$ cat src/rtl/lal_down_counter_cmp.sv
// Loadable down-counter with saturate/auto-reload modes and a run FSM, plus an
// independent registered unsigned magnitude comparator with a hold gate.
module lal_down_counter_cmp #(
    parameter int WIDTH          = 9,
    parameter int CMP_WIDTH      = 4,
    parameter int RELOAD_DEFAULT = 0
) (
    input  logic                 clk,
    input  logic                 rst_n,
    input  logic                 clr,
    input  logic                 load,
    input  logic [WIDTH-1:0]     load_val,
    input  logic                 en,
    input  logic                 mode_wr,
    input  logic                 mode_in,
    input  logic                 hold,
    input  logic [CMP_WIDTH-1:0] cmp_a,
    input  logic [CMP_WIDTH-1:0] cmp_b,
    input  logic                 cmp_valid,
    output logic [WIDTH-1:0]     count,
    output logic                 zero,
    output logic                 tc_pulse,
    output logic                 busy,
    output logic                 cmp_eq,
    output logic                 cmp_gt,
    output logic                 cmp_lt,
    output logic                 cmp_out_valid
);

    typedef enum logic [1:0] {IDLE, RUN, EXPIRED} state_t;

    localparam logic [WIDTH-1:0] ONE = WIDTH'(1);

    state_t           state, state_nxt;
    logic [WIDTH-1:0] reload_reg, reload_nxt;
    logic [WIDTH-1:0] count_nxt;
    logic             tc_nxt;
    logic             mode;

    always_ff @(posedge clk or negedge rst_n) begin
        if (!rst_n) begin
            state <= IDLE;
        end else begin
            state <= state_nxt;
        end
    end

    // Priority chain clr > load > hold > en; mode is the value registered before this edge.
    always_comb begin
        state_nxt  = state;
        count_nxt  = count;
        reload_nxt = reload_reg;
        tc_nxt     = 1'b0;
        if (clr) begin
            count_nxt = '0;
            state_nxt = IDLE;
        end else if (load) begin
            count_nxt  = load_val;
            reload_nxt = load_val;
            state_nxt  = (load_val != '0) ? RUN : IDLE;
        end else if (!hold && en && state == RUN) begin
            if (count > ONE) begin
                count_nxt = count - ONE;
            end else if (count == ONE) begin
                count_nxt = '0;
                tc_nxt    = 1'b1;
                if (!mode) begin
                    state_nxt = EXPIRED;
                end
            end else if (mode) begin
                // Sitting at zero after expiry: restart the period, unless that would loop on zero.
                count_nxt = reload_reg;
                if (reload_reg == '0) begin
                    state_nxt = IDLE;
                end
            end else begin
                state_nxt = EXPIRED;
            end
        end
    end

    always_comb begin
        busy = (state == RUN);
        zero = (count == '0);
    end

    always_ff @(posedge clk or negedge rst_n) begin
        if (!rst_n) begin
            count      <= '0;
            reload_reg <= '0;
            tc_pulse   <= 1'b0;
            mode       <= 1'(RELOAD_DEFAULT);
        end else begin
            count      <= count_nxt;
            reload_reg <= reload_nxt;
            tc_pulse   <= tc_nxt;
            if (mode_wr) begin
                mode <= mode_in;
            end
        end
    end

    // Result flags keep their last capture; only the valid tag drops when nothing is captured.
    always_ff @(posedge clk or negedge rst_n) begin
        if (!rst_n) begin
            cmp_eq        <= 1'b0;
            cmp_gt        <= 1'b0;
            cmp_lt        <= 1'b0;
            cmp_out_valid <= 1'b0;
        end else begin
            cmp_out_valid <= cmp_valid & ~hold;
            if (cmp_valid && !hold) begin
                cmp_eq <= (cmp_a == cmp_b);
                cmp_gt <= (cmp_a > cmp_b);
                cmp_lt <= (cmp_a < cmp_b);
            end
        end
    end

endmodule

$ cat config.mk
export PLATFORM = sky130hd
export DESIGN_NAME = lal_down_counter_cmp
export DESIGN_NICKNAME = d
export VERILOG_FILES = /design/src/rtl/lal_down_counter_cmp.sv
export SDC_FILE = /design/constraint.sdc
export NUM_CORES = 1
export LEC_CHECK = 0
export BUFFER_PORTS_ARGS = -buffer_cell sky130_fd_sc_hd__buf_2
export CORE_ASPECT_RATIO = 0.8
export CORE_MARGIN = 3
export CORE_UTILIZATION = 35
export CTS_CLUSTER_DIAMETER = 80
export DETAILED_ROUTE_END_ITERATION = 6
export HOLD_SLACK_MARGIN = 0.12
export PLACE_DENSITY_LB_ADDON = 0.2
export SYNTH_ARGS = -nofsm -noshare
export SYNTH_HDL_FRONTEND = slang
export SYNTH_SLANG_ARGS = --single-unit
$ cat constraint.sdc
create_clock -name clk -period 1.95 [get_ports clk]
set_clock_uncertainty 0.1 [all_clocks]
set_input_delay 0.4875 -clock clk [delete_from_list [all_inputs] [get_ports clk]]
set_output_delay 0.4875 -clock clk [all_outputs]
set_load 0.01 [all_outputs]
; ---- Word-level counts from Yosys, hierarchy flattened
; Cells that the tools add are included.
[classes]
n_addsub = 1
multipliers = 0
div = 0
order_cmp = 3
eq_ne = 6
shifts = 0
muxes = 20
bitwise = 3
reduce_logical = 12
[op_table]
columns = operator, count
row1 = 9-bit 2-to-1 mux, 6
row2 = 9-bit logical NOT, 2
row3 = 2-bit 2-to-1 mux, 8
row4 = 9-bit by 1-bit == test with 1-bit output (second input constant), 1
row5 = 9-bit by 1-bit > comparator with 1-bit output (second input constant), 1
row6 = 9-bit nonzero test, 1
row7 = 9-bit by 1-bit subtractor with 9-bit output (second input constant), 1
row8 = 1-bit 2-to-1 mux, 6
row9 = 5-bit nonzero test, 1
row10 = 4-bit == test, 1
row11 = 4-bit > comparator, 1
row12 = 4-bit < comparator, 1
row13 = 4-bit by 3-bit != test with 1-bit output (second input constant), 1
row14 = 4-bit != test (second input constant), 1
row15 = 2-bit AND reduction, 2
row16 = 4-bit AND reduction, 1
row17 = 1-bit logical AND, 3
row18 = 3-bit != test (second input constant), 1
row19 = 3-bit nonzero test, 1
row20 = 2-bit by 1-bit == test with 1-bit output (second input constant), 1
row21 = 1-bit inverter, 2
row22 = 1-bit AND, 1
row23 = 1-bit logical NOT, 1
[totals]
register_bits = 26
latchBits = 0
mem_bits_rw = 0
rom_bits = 0
output_inout_bits = 16
n_memories = 0

; ---- Logic depth before layout (Yosys ltp)
; Gate-level depths: netlist of run 1.
[depth]
ltp_word = 8
mapped_depth = 8

; ---- Least setup slack after synthesis of run 1
; OpenSTA, ideal clock, no wires.
[synth_path]
path_kind = flip-flop to flip-flop
startpoint = register count[1]
endpoint = register count[2]
setup_time_ns = 0.126
arrival_ns = 1.861
t_required_ns = 1.724
setup_slack_ns = -0.137
stages_incl_launch_ff = 8
cell_sequence = dfrtp_1 > inv_1 > ha_1 > or4b_2 > clkbuf_1 > a32o_1 > nand2_1 > a31oi_1
[synth_between]
elab_chain_len = 6
elab_cells_between_ends = 10
cone_classes = 1 x add/sub / 1 x order compare / 1 x eq/ne / 5 x mux / 2 x reduce/logical
[synth_rtl]
columns = element, line
row1 = "start, declared", 20  ; output logic [WIDTH-1:0] count,
row2 = "start signal, assigned", 94  ; count <= count_nxt;
row3 = "parallel branches: the longest is 6 deep, another holds 9-bit by 1-bit subtractor with 9-bit output", n/a
; Several ways; the timed one is not identified. The select of a mux whose other input is x is not followed.
; A chain may end at the register's enable or synchronous reset.

; ---- Final worst setup path of run 1
[layout_path]
startpoint = register count[8]
endpoint = register count[7]
[layout_between]
elab_chain_len = 6
elab_cells_between_ends = 9
cone_classes = 1 x order compare / 1 x eq/ne / 5 x mux / 2 x reduce/logical
[layout_rtl]
columns = element
row1 = "parallel branches: the longest is 6 deep, another holds 9-bit by 1-bit > comparator with 1-bit output"
; Several ways; the timed one is not identified. The select of a mux whose other input is x is not followed.

==> results.rst, run 1 <==
.. list-table::
   :header-rows: 1

   * - Metric
     - Value
   * - Status
     - complete, but fails checks
   * - Failing checks
     - setup timing
   * - Net count of the mapped netlist
     - 222
   * - Maximum buffer depth of the clock tree
     - 2
   * - Antenna-violating nets left
     - 0
   * - Crit path time final
     - 2.15 ns
   * - Headroom to the max-slew limit
     - 0.603
   * - Number of antenna violations at the first check in global routing
     - 0
   * - Critical path type
     - reg -> reg
   * - Std-Cell Rows
     - 21
   * - Leak
     - 1.11 nW
   * - Post-layout nets
     - 295
   * - Vias in the first global route
     - 1597
   * - Synth async-reset ratio
     - 1.00
   * - Arrival time at the worst endpoint
     - 2.22 ns
   * - Critical Path End Type
     - register
   * - Number of DRC violations after detailed-routing iteration 0
     - 108
   * - Number of enable-type register cells in the synthesized netlist
     - 0
   * - Max Slew Vio Count
     - 0
   * - Launching element type of the critical path
     - register
   * - Ratio of routed vias to standard cells
     - 5.31
   * - Number of port buffers
     - 41
   * - Drt total wl
     - 5020 um
   * - Final critical-path setup slack
     - -0.203 ns
   * - Detail-routed net length per standard cell
     - 15.7 um
   * - First-pass iteration count of the detailed router
     - 4
   * - Total global routing track utilization
     - 0.190
   * - Final standard cell area without fillers
     - 0.00229 mm2
   * - WP data required
     - 2.02 ns
   * - DR vias
     - 1695
   * - Achievable Freq
     - 464 MHz
   * - Die width
     - 82.1 um
   * - Slew of the pin with the lowest slew margin
     - 0.595 ns
   * - Number of H-tree branching levels
     - 1
   * - Worst-case reg-to-reg path depth
     - 6
   * - Area of the die
     - 0.00549 mm2
   * - Number of register bits inferred by synthesis
     - 26
   * - Area of the core
     - 0.00434 mm2
   * - Non-filler instance count after layout
     - 319
   * - Final hold vios
     - 0
   * - Number of antenna repair diodes
     - 0
   * - CTS sink cnt
     - 26
   * - I/O pins
     - 42
   * - Final weighted congestion of routability-driven global placement
     - 0.878
   * - Clock tree from TritonCTS
     - built
   * - Share of the yosys chip area belonging to registers
     - 0.401
   * - Chip height
     - 66.9 um
   * - Share of cells above drive strength 1
     - 0.416
   * - Synth unique cells
     - 48
   * - Maximum fanout count along the critical path
     - 5
   * - Max capacitance violation total
     - 0
   * - Clock transition time at the flip-flop clock pins of the worst setup and hold paths
     - 0.09 ns
   * - Placed instance area
     - 0.00208 mm2
   * - Maximum number of pins on one net before global-route repair
     - 27
   * - Final count of negative-setup-slack endpoints
     - 10
   * - Number of instances in the synthesized netlist
     - 190
   * - Placed cell count
     - 308
   * - Number of buffers created by CTS
     - 3
   * - Global-route wire length before repair
     - 7880 um
   * - Total half-perimeter wirelength after legalization and detailed placement
     - 3690 um
   * - Netlist area before placement
     - 0.00162 mm2
   * - Post-route clock period utilization
     - 1.10
   * - CTS Root Buffer Type
     - clkbuf_8
   * - Remaining global-route overflow
     - 0
   * - Power density cells
     - 760 mW/mm2
   * - Effective utilization at floorplan
     - 0.374
   * - Unrepaired setup endpoints after global routing
     - true
   * - Syn. warnings
     - 0
   * - Worst vdd ir
     - 0.000402 V
   * - Synth Flop Type
     - dfrtp_1
   * - HP Class
     - in -> async
   * - Clock latency on the worst-skew pair
     - 0.27 ns
   * - Remaining routing DRC violations
     - 0
   * - Syn avg cell area
     - 8.54 um2
   * - Layout-stage area growth over the synthesis result
     - 41.4%
-- where the power goes --
part / switching [mW] / internal (mW)
logic: 0.381 / 0.339
clock network: 0.176 / 0.181
registers: 0.0605 / 0.607
-- cell families (layout without fill, tap and decap cells) --
logic type,Yosys count,after routing,synth area share
AND/OR/NAND/NOR,94,94,0.286
AO/OA/AOI/OAI,45,46,0.197
flip-flops,26,26,0.401
buffers and inverters,16,87,0.0501
adder cells (fa/ha/maj),6,6,0.0463
multiplexers,2,2,0.0139
XOR/XNOR,1,1,0.00540
-- layer usage --
metal  global-route usage  share of wire  vias up
li1                     -              -      830
met1                0.269           0.48      794
met2                0.269           0.42       65
met3               0.0635          0.087        6
met4               0.0581         0.0090        0
met5                    0              0        -
-- through the flow --
stage | hold slack, ns | utilization | TNS [ns] | setup slack (ns) | power, mW
2_1_floorplan | 0.0919 | - | -0.184 | -0.0465 | 1.02
3_3_place_gp | 0.362 | 0.479 | -0.237 | -0.0719 | 1.30
3_5_place_dp | 0.372 | 0.479 | -0.298 | -0.0851 | 1.29
4_1_cts | 0.132 | 0.508 | -1.31 | -0.196 | 1.70
5_1_grt | 0.155 | 0.529 | -2.10 | -0.253 | 1.85
6_report | 0.108 | 0.529 | -1.56 | -0.203 | 1.74
-- cell type report --
class                           count  area (um2)
Inverter                            7        26.3
Timing Repair Buffer               76         498
Fill cell                         420        2040
Tap cell                           57        71.3
Clock buffer                        4        55.1
Multi-Input combinational cell    149         990
Sequential cell                    26         654
-- final timing paths --
path,startpoint,end,slack (ns)
worst max-delay path,count[8]$_DFFE_PN0P_,count[7]$_DFFE_PN0P_,-0.20
min in group clk,mode_in,mode$_DFFE_PN0P_,0.35
worst max register to register,count[8]$_DFFE_PN0P_,count[7]$_DFFE_PN0P_,-0.20
max in group asynchronous,rst_n,count[0]$_DFFE_PN0P_,1.22
worst min-delay path,rst_n,count[3]$_DFFE_PN0P_,0.11
worst min register to register,cmp_eq$_DFFE_PN0P_,cmp_eq$_DFFE_PN0P_,0.39
-- Yosys cell counts, types with 2 or more instances --
master    instances  area, um2
a31oi_1           7       43.8
clkbuf_1          3       11.3
buf_1             2       7.51
nand2b_1          4       25.0
nor3_1            5       25.0
mux2_2            2       22.5
buf_4             3       22.5
nand3_1           3       15.0
nor2_1           19       71.3
dfrtp_1          26        651
ha_1              6       75.1
nor4_1            3       18.8
nand4_1           3       18.8
nand2_1          41        154
o211ai_1          2       15.0
inv_1             7       26.3
o21a_1            3       22.5
o31ai_1           2       15.0
a211o_1           3       26.3
o21ai_0           9       45.0
or3_1             2       12.5
a21oi_1           6       30.0
or2_2             2       12.5
nor2b_1           3       18.8
-- layout by cell type (no fill, tap or decap), drive strengths merged, types with 2 or more instances in the layout --
cell type / n
ha: 6
buf: 76
mux2: 2
a21oi: 6
or3: 2
a31oi: 9
o21ai: 9
nand3: 3
nand2b: 4
dfrtp: 26
clkbuf: 4
nand2: 41
nand4: 3
o21a: 3
a211o: 3
or2: 2
nor3: 6
nor4: 4
o31ai: 2
o22a: 2
o211ai: 2
nor2: 20
inv: 7
nor2b: 3
or4: 2
-- worst max-delay path, cell delays in order, from the launching register on --
cell and delay [ns]:
dfrtp_2 0.41, or4_4 0.55, buf_6 0.14, nor3_4 0.28, a31oi_4 0.21, a21boi_1 0.17
o22a_1 0.19
-- repair_timing --
action | in CTS | in global routing
setup endpoints to repair | 5 | 11
hold buffers | 0 | 0
gates resized for setup | 6 | 18
gates cloned | 1 | 0
pin swaps | 4 | 3
setup buffers | 5 | 1
(Power assumes the default switching activity.)
==> run 2: changes to the inputs <==
- clock period: 1.95 -> 2.7 ns (I/O delays scaled with it)
==> run 2 against run 1 <==
Setup slack improved by 0.54 ns. Worst hold slack improved by 0.17 ns. Final area fell by 15%. Critical path type is now reg -> out. Clock-buffer cell count fell by 1. Largest cell class unchanged. Global-route usage fell by 0.89 points. Core utilization fell by 7.7 points. Clock power fell by 7.0%. The flow now finishes without violations. Critical endpoint is now zero. Cell count fell by 9.4%. Die area did not move.
==> results.rst, run 2 (same netlist as run 1, synthesis figures left out) <==
.. list-table::
   :header-rows: 1

   * - Metric
     - Value
   * - Critical path type
     - reg -> out (was reg -> reg)
   * - Chip height
     - 66.9 um (unchanged)
   * - Number of DRC violations after detailed-routing iteration 0
     - 172 (was 108)
   * - Number of buffers inserted for hold repair after clock tree synthesis
     - 0 (unchanged)
   * - Total half-perimeter wirelength after legalization and detailed placement
     - 3330 um (was 3690 um)
   * - Post-CTS Setup Inserts
     - 0 (was 5)
   * - Combinational share of power
     - 0.300 (was 0.413)
   * - Power density cells
     - 603 mW/mm2 (was 760 mW/mm2)
   * - Worst vdd ir
     - 0.000308 V (was 0.000402 V)
   * - Fraction of power spent switching nets
     - 0.334 (was 0.354)
   * - Share of cells above drive strength 1
     - 0.272 (was 0.416)
   * - Post-layout nets
     - 265 (was 295)
   * - Global-route wire length before repair
     - 7640 um (was 7880 um)
   * - Final standard cell area without fillers
     - 0.00196 mm2 (was 0.00229 mm2)
   * - TNS Setup
     - 0 ns (was -1.56 ns)
   * - Launching element type of the critical path
     - register (unchanged)
   * - HP Class
     - in -> async (unchanged)
   * - Unrepaired setup endpoints after global routing
     - false (was true)
   * - Number of port buffers
     - 41 (unchanged)
   * - Critical Path End Type
     - output pin (was register)
   * - Pre-CTS setup slack
     - 0.416 ns (was -0.0851 ns)
   * - I/O pins
     - 42 (unchanged)
   * - Maximum fanout count along the critical path
     - 10 (was 5)
   * - Headroom to the max-slew limit
     - 0.612 (was 0.603)
   * - Remaining routing DRC violations
     - 0 (unchanged)
   * - Cell-internal power
     - 787 uW (was 1.13 mW)
   * - Clock tree from TritonCTS
     - built (unchanged)
   * - Net switching power
     - 395 uW (was 617 uW)
   * - Maximum number of pins on one net before global-route repair
     - 27 (unchanged)
   * - Portion of total power attributed to sequential cells
     - 0.420 (was 0.383)
   * - Number of H-tree branching levels
     - 1 (unchanged)
   * - Clock transition time at the flip-flop clock pins of the worst setup and hold paths
     - 0.10 ns (was 0.09 ns)
   * - Detail-routed net length per standard cell
     - 15.1 um (was 15.7 um)
   * - Post-route clock period utilization
     - 0.875
   * - Vias in the first global route
     - 1481 (was 1597)
   * - Std-Cell Rows
     - 21 (unchanged)
   * - Max capacitance violation total
     - 0 (unchanged)
   * - Clock latency on the worst-skew pair
     - 0.28 ns (was 0.27 ns)
   * - Die width
     - 82.1 um (unchanged)
   * - Worst-case reg-to-reg path depth
     - 5 (was 6)
   * - CTS sink cnt
     - 26 (unchanged)
   * - Total global routing track utilization
     - 0.181 (was 0.190)
   * - Number of antenna repair diodes
     - 0 (unchanged)
   * - Drt total wl
     - 4350 um (was 5020 um)
   * - Status
     - complete, no violations (was complete, but fails checks)
   * - Arrival time at the worst endpoint
     - 1.59 ns (was 2.22 ns)
   * - Number of gates resized after cts
     - 0 (was 6)
   * - Area of the die
     - 0.00549 mm2 (unchanged)
   * - Achievable Freq
     - 423 MHz
   * - Area of the core
     - 0.00434 mm2 (unchanged)
   * - First-pass iteration count of the detailed router
     - 4 (unchanged)
   * - Final weighted congestion of routability-driven global placement
     - 0.869 (was 0.878)
   * - Placed instance area
     - 0.00189 mm2 (was 0.00208 mm2)
   * - Antenna-violating nets left
     - 0 (unchanged)
   * - Power share of the clock group
     - 0.280 (was 0.204)
   * - Crit path time final
     - 2.36 ns
   * - Final hold vios
     - 0 (unchanged)
   * - Final count of negative-setup-slack endpoints
     - 0 (was 10)
   * - Highest-count cells in the layout ignoring fill and taps
     - 41 x nand2_1, 41 x buf_2, 26 x dfrtp_1, 19 x nor2_1, 9 x o21ai_0 (was 41 x buf_2, 39 x nand2_1, 27 x buf_4, 23 x dfrtp_1, 15 x nor2_1)
   * - Final critical-path setup slack
     - 0.338 ns (was -0.203 ns)
   * - Maximum buffer depth of the clock tree
     - 2 (unchanged)
   * - Effective utilization at floorplan
     - 0.374 (unchanged)
   * - DR vias
     - 1553 (was 1695)
   * - Layout-stage area growth over the synthesis result
     - 20.8% (was 41.4%)
   * - CTS Root Buffer Type
     - clkbuf_8 (unchanged)
   * - Max Slew Vio Count
     - 0 (unchanged)
   * - Number of antenna violations at the first check in global routing
     - 0 (unchanged)
   * - WP data required
     - 1.92 ns (was 2.02 ns)
   * - Remaining global-route overflow
     - 0 (unchanged)
   * - Leak
     - 0.955 nW (was 1.11 nW)
   * - Slew of the pin with the lowest slew margin
     - 0.582 ns (was 0.595 ns)
   * - Number of fillers in the final layout
     - 439 (was 420)
   * - Number of buffers created by CTS
     - 3 (unchanged)
   * - Ratio of routed vias to standard cells
     - 5.37 (was 5.31)
run 2: cell count changes in the layout (fill, tap and decap cells not counted), sizes merged:
cell	delta
buf	-29
bufinv	+1
a31oi	-1
clkbuf	-1
run 2: final timing paths:
path	from	to	slack, ns
min reg2reg	cmp_eq$_DFFE_PN0P_	cmp_eq$_DFFE_PN0P_	0.38
min in group clk	cmp_eq$_DFFE_PN0P_	cmp_eq$_DFFE_PN0P_	0.38
min	rst_n	count[1]$_DFFE_PN0P_	0.28
max in group asynchronous	rst_n	count[5]$_DFFE_PN0P_	1.83
max	count[3]$_DFFE_PN0P_	zero	0.34
max reg2reg	count[7]$_DFFE_PN0P_	count[7]$_DFFE_PN0P_	0.48
run 2: metrics by stage:
| step | hold WS [ns] | cells | util | total power, mW |
|---|---|---|---|---|
| detailed placement | 0.372 | 285 | 0.436 | 0.855 |
| floorplan | 0.279 | 190 | - | 0.725 |
| global placement | 0.365 | 285 | 0.436 | 0.856 |
| CTS | 0.307 | 289 | 0.452 | 1.19 |
| global route | 0.349 | 289 | 0.452 | 1.26 |
| finish | 0.277 | 289 | 0.452 | 1.18 |
run 2: area by class of cell:
type / count / area (um2) / area share
clock buffers: 3 / 41.3 / 0.0211
clock inverters: 1 / 30.0 / 0.0153
inverters: 7 / 26.3 / 0.0134
multi-input cells: 148 / 891 / 0.454
flip-flops and latches: 26 / 651 / 0.332
well taps: 57 / 71.3 / 0.0364
repair buffers: 47 / 250 / 0.128
run 2: routing by layer:
layer  routed length (um)  GRT usage  vias up
met5                    0          0        -
met4                   40     0.0415        0
met3                  320     0.0297        4
met2                 1790      0.259       54
met1                 2200      0.279      727
li1                     -          -      768
run 2: critical path, stage by stage (launching register included):
cell     delay, ns
dfrtp_1       0.48
nor3_1        0.21
buf_4         0.17
nand2_1       0.16
nor2_1        0.15
buf_2         0.14
run 2: power groups by stage:
stage | Combinational (mW) | Sequential, mW | Clock, mW
global route | 0.404 | 0.508 | 0.348
detailed placement | 0.352 | 0.504 | 0
CTS | 0.355 | 0.496 | 0.341
floorplan | 0.224 | 0.501 | 0
finish | 0.355 | 0.497 | 0.331
global placement | 0.352 | 0.504 | 0
==> run 3: changes to the inputs <==
- RECOVER_POWER: not set -> 25
==> run 3 against run 2 <==
Clock-buffer cell count unchanged. Highest routed layer unchanged. Largest cell class unchanged. Power about the same. Sequential share of layout area about the same. Sequential cell count unchanged. Worst hold slack improved by 0.11 ns. Final area about the same.
==> results.rst, run 3 (same netlist as run 1, synthesis figures left out) <==
.. list-table::
   :header-rows: 1

   * - Metric
     - Value
   * - HP Class
     - reg -> reg (was in -> async)
   * - Chip height
     - 66.9 um (unchanged)
   * - Vias in the first global route
     - 1481 (unchanged)
   * - Worst vdd ir
     - 0.000306 V (was 0.000308 V)
   * - Std-Cell Rows
     - 21 (unchanged)
   * - Max Slew Vio Count
     - 0 (unchanged)
   * - Number of buffers inserted for hold repair after clock tree synthesis
     - 0 (unchanged)
   * - Placed cell count
     - 285 (unchanged)
   * - Startpoint of the most critical register-to-register path
     - count[7]$_DFFE_PN0P_ (unchanged)
   * - Launching element type of the critical path
     - register (unchanged)
   * - Fraction of power spent switching nets
     - 0.334 (about the same)
   * - Combinational share of power
     - 0.300 (about the same)
   * - Maximum number of pins on one net before global-route repair
     - 27 (unchanged)
   * - Critical Path End Type
     - output pin (unchanged)
   * - Effective utilization at floorplan
     - 0.374 (unchanged)
   * - Power density cells
     - 603 mW/mm2 (about the same)
   * - CTS sink cnt
     - 26 (unchanged)
   * - Drt total wl
     - 4350 um (unchanged)
   * - Post-route clock period utilization
     - 0.876 (was 0.875)
   * - Clock tree from TritonCTS
     - built (unchanged)
   * - Cell-internal power
     - 787 uW (about the same)
   * - Power share of the clock group
     - 0.279 (was 0.280)
   * - Area of the die
     - 0.00549 mm2 (unchanged)
   * - Non-filler instance count after layout
     - 289 (unchanged)
   * - Number of DRC violations after detailed-routing iteration 0
     - 172 (unchanged)
   * - I/O pins
     - 42 (unchanged)
   * - Arrival time at the worst endpoint
     - 1.59 ns (about the same)
   * - Detail-routed net length per standard cell
     - 15.1 um (unchanged)
   * - Sequential cell area in the final layout
     - 651 um2 (unchanged)
   * - Final critical-path setup slack
     - 0.336 ns (was 0.338 ns)
   * - Status
     - complete, no violations (unchanged)
   * - Critical path type
     - reg -> out (unchanged)
   * - Post-CTS Setup Inserts
     - 0 (unchanged)
   * - Headroom to the max-slew limit
     - 0.0688 (was 0.612)
   * - Global-route wire length before repair
     - 7640 um (unchanged)
   * - Layout-stage area growth over the synthesis result
     - 20.7% (was 20.8%)
   * - Crit. Startpoint
     - count[3]$_DFFE_PN0P_ (unchanged)
   * - Die width
     - 82.1 um (unchanged)
   * - Number of port buffers
     - 41 (unchanged)
   * - Final hold vios
     - 0 (unchanged)
   * - Final weighted congestion of routability-driven global placement
     - 0.869 (unchanged)
   * - Routed metal-1 wirelength
     - 2240 um (was 2200 um)
   * - Max capacitance violation total
     - 0 (unchanged)
   * - Area of the core
     - 0.00434 mm2 (unchanged)
   * - Maximum buffer depth of the clock tree
     - 2 (unchanged)
   * - Remaining global-route overflow
     - 0 (unchanged)
   * - Post-layout nets
     - 265 (unchanged)
   * - Highest Signal Layer
     - met4 (unchanged)
   * - Clock latency on the worst-skew pair
     - 0.28 ns (about the same)
   * - Met2 routed WL
     - 1770 um (was 1790 um)
   * - First-pass iteration count of the detailed router
     - 4 (unchanged)
   * - Achievable Freq
     - 423 MHz (about the same)
   * - Number of antenna repair diodes
     - 0 (unchanged)
   * - Total half-perimeter wirelength after legalization and detailed placement
     - 3330 um (unchanged)
   * - Portion of total power attributed to sequential cells
     - 0.421 (was 0.420)
   * - Slew of the pin with the lowest slew margin
     - 1.40 ns (was 0.582 ns)
   * - Clock transition time at the flip-flop clock pins of the worst setup and hold paths
     - 0.09 ns (was 0.10 ns)
   * - Unrepaired setup endpoints after global routing
     - false (unchanged)
   * - WP data required
     - 1.92 ns (about the same)
   * - Leading cell type in the layout, fill and taps excluded
     - nand2_1
   * - Highest-count cells in the layout ignoring fill and taps
     - 41 x nand2_1, 40 x buf_2, 26 x dfrtp_1, 19 x nor2_1, 9 x o21ai_0 (was 41 x nand2_1, 41 x buf_2, 26 x dfrtp_1, 19 x nor2_1, 9 x o21ai_0)
   * - Pre-CTS setup slack
     - 0.416 ns (unchanged)
   * - Ratio of routed vias to standard cells
     - 5.36 (was 5.37)
   * - Number of antenna violations at the first check in global routing
     - 0 (unchanged)
   * - Worst hold path startpoint
     - cmp_eq$_DFFE_PN0P_
   * - Number of fillers in the final layout
     - 440 (was 439)
   * - Total global routing track utilization
     - 0.181 (unchanged)
   * - DR vias
     - 1548 (was 1553)
   * - Number of buffers created by CTS
     - 3 (unchanged)
   * - Antenna-violating nets left
     - 0 (unchanged)
   * - Final standard cell area without fillers
     - 0.00196 mm2 (about the same)
   * - Worst hold slack
     - 0.382 ns (was 0.277 ns)
   * - Share of cells above drive strength 1
     - 0.267 (was 0.272)
   * - Net switching power
     - 395 uW (about the same)
   * - Number of H-tree branching levels
     - 1 (unchanged)
   * - Leak
     - 0.952 nW (was 0.955 nW)
   * - Area used by multi-input combinational logic
     - 891 um2 (unchanged)
   * - Remaining routing DRC violations
     - 0 (unchanged)
   * - DR WL met3
     - 300 um (was 320 um)
   * - CTS Root Buffer Type
     - clkbuf_8 (unchanged)
   * - Maximum fanout count along the critical path
     - 10 (unchanged)
   * - TNS Setup
     - 0 ns (unchanged)
   * - Final count of negative-setup-slack endpoints
     - 0 (unchanged)
   * - Number of gates resized after cts
     - 0 (unchanged)
   * - Crit path time final
     - 2.36 ns (about the same)
   * - Placed instance area
     - 0.00189 mm2 (unchanged)
[run 3: cell types whose count changed in the layout (fill, tap and decap cells not counted), sizes merged]
cell / change
clkbuf: +1
buf: -1
[run 3: worst max-delay path: stages (launching register included)]
cell and delay (ns):
dfrtp_1 0.48, nor3_1 0.22, buf_4 0.17, nand2_1 0.16, nor2_1 0.15, buf_2 0.14
[run 3: final timing paths]
kind	endpoint	slack, ns	cells after the start
min reg2reg	cmp_eq$_DFFE_PN0P_	0.38	2
max reg2reg	count[7]$_DFFE_PN0P_	0.48	5
max	zero	0.34	5
max in group asynchronous	count[5]$_DFFE_PN0P_	1.08	1
min in group asynchronous	count[1]$_DFFE_PN0P_	0.59	1
min	cmp_eq$_DFFE_PN0P_	0.38	2
[run 3: per-stage QoR]
stage	power (mW)	utilization
after floorplan	0.725	-
after global placement	0.856	0.436
after detailed placement	0.855	0.436
after CTS	1.19	0.452
after global routing	1.26	0.452
final	1.18	0.452
[run 3: layout make-up]
type | count | area share
Clock inverter | 1 | 0.0153
Timing Repair Buffer | 47 | 0.127
Multi-Input combinational cell | 148 | 0.455
Tap cell | 57 | 0.0364
Sequential cell | 26 | 0.332
Clock buffer | 3 | 0.0211
Inverter | 7 | 0.0134
[run 3: power groups by stage]
stage	clock, mW	combinational (mW)	sequential [mW]
floorplan	0	0.224	0.501
global placement	0	0.352	0.504
detailed placement	0	0.352	0.504
CTS	0.341	0.355	0.496
global route	0.348	0.404	0.508
finish	0.330	0.355	0.497
[run 3: layer usage]
layer | up-vias | GRT usage
met5 | - | 0
met4 | 0 | 0.0415
met3 | 4 | 0.0297
met2 | 53 | 0.259
met1 | 722 | 0.279
li1 | 769 | -
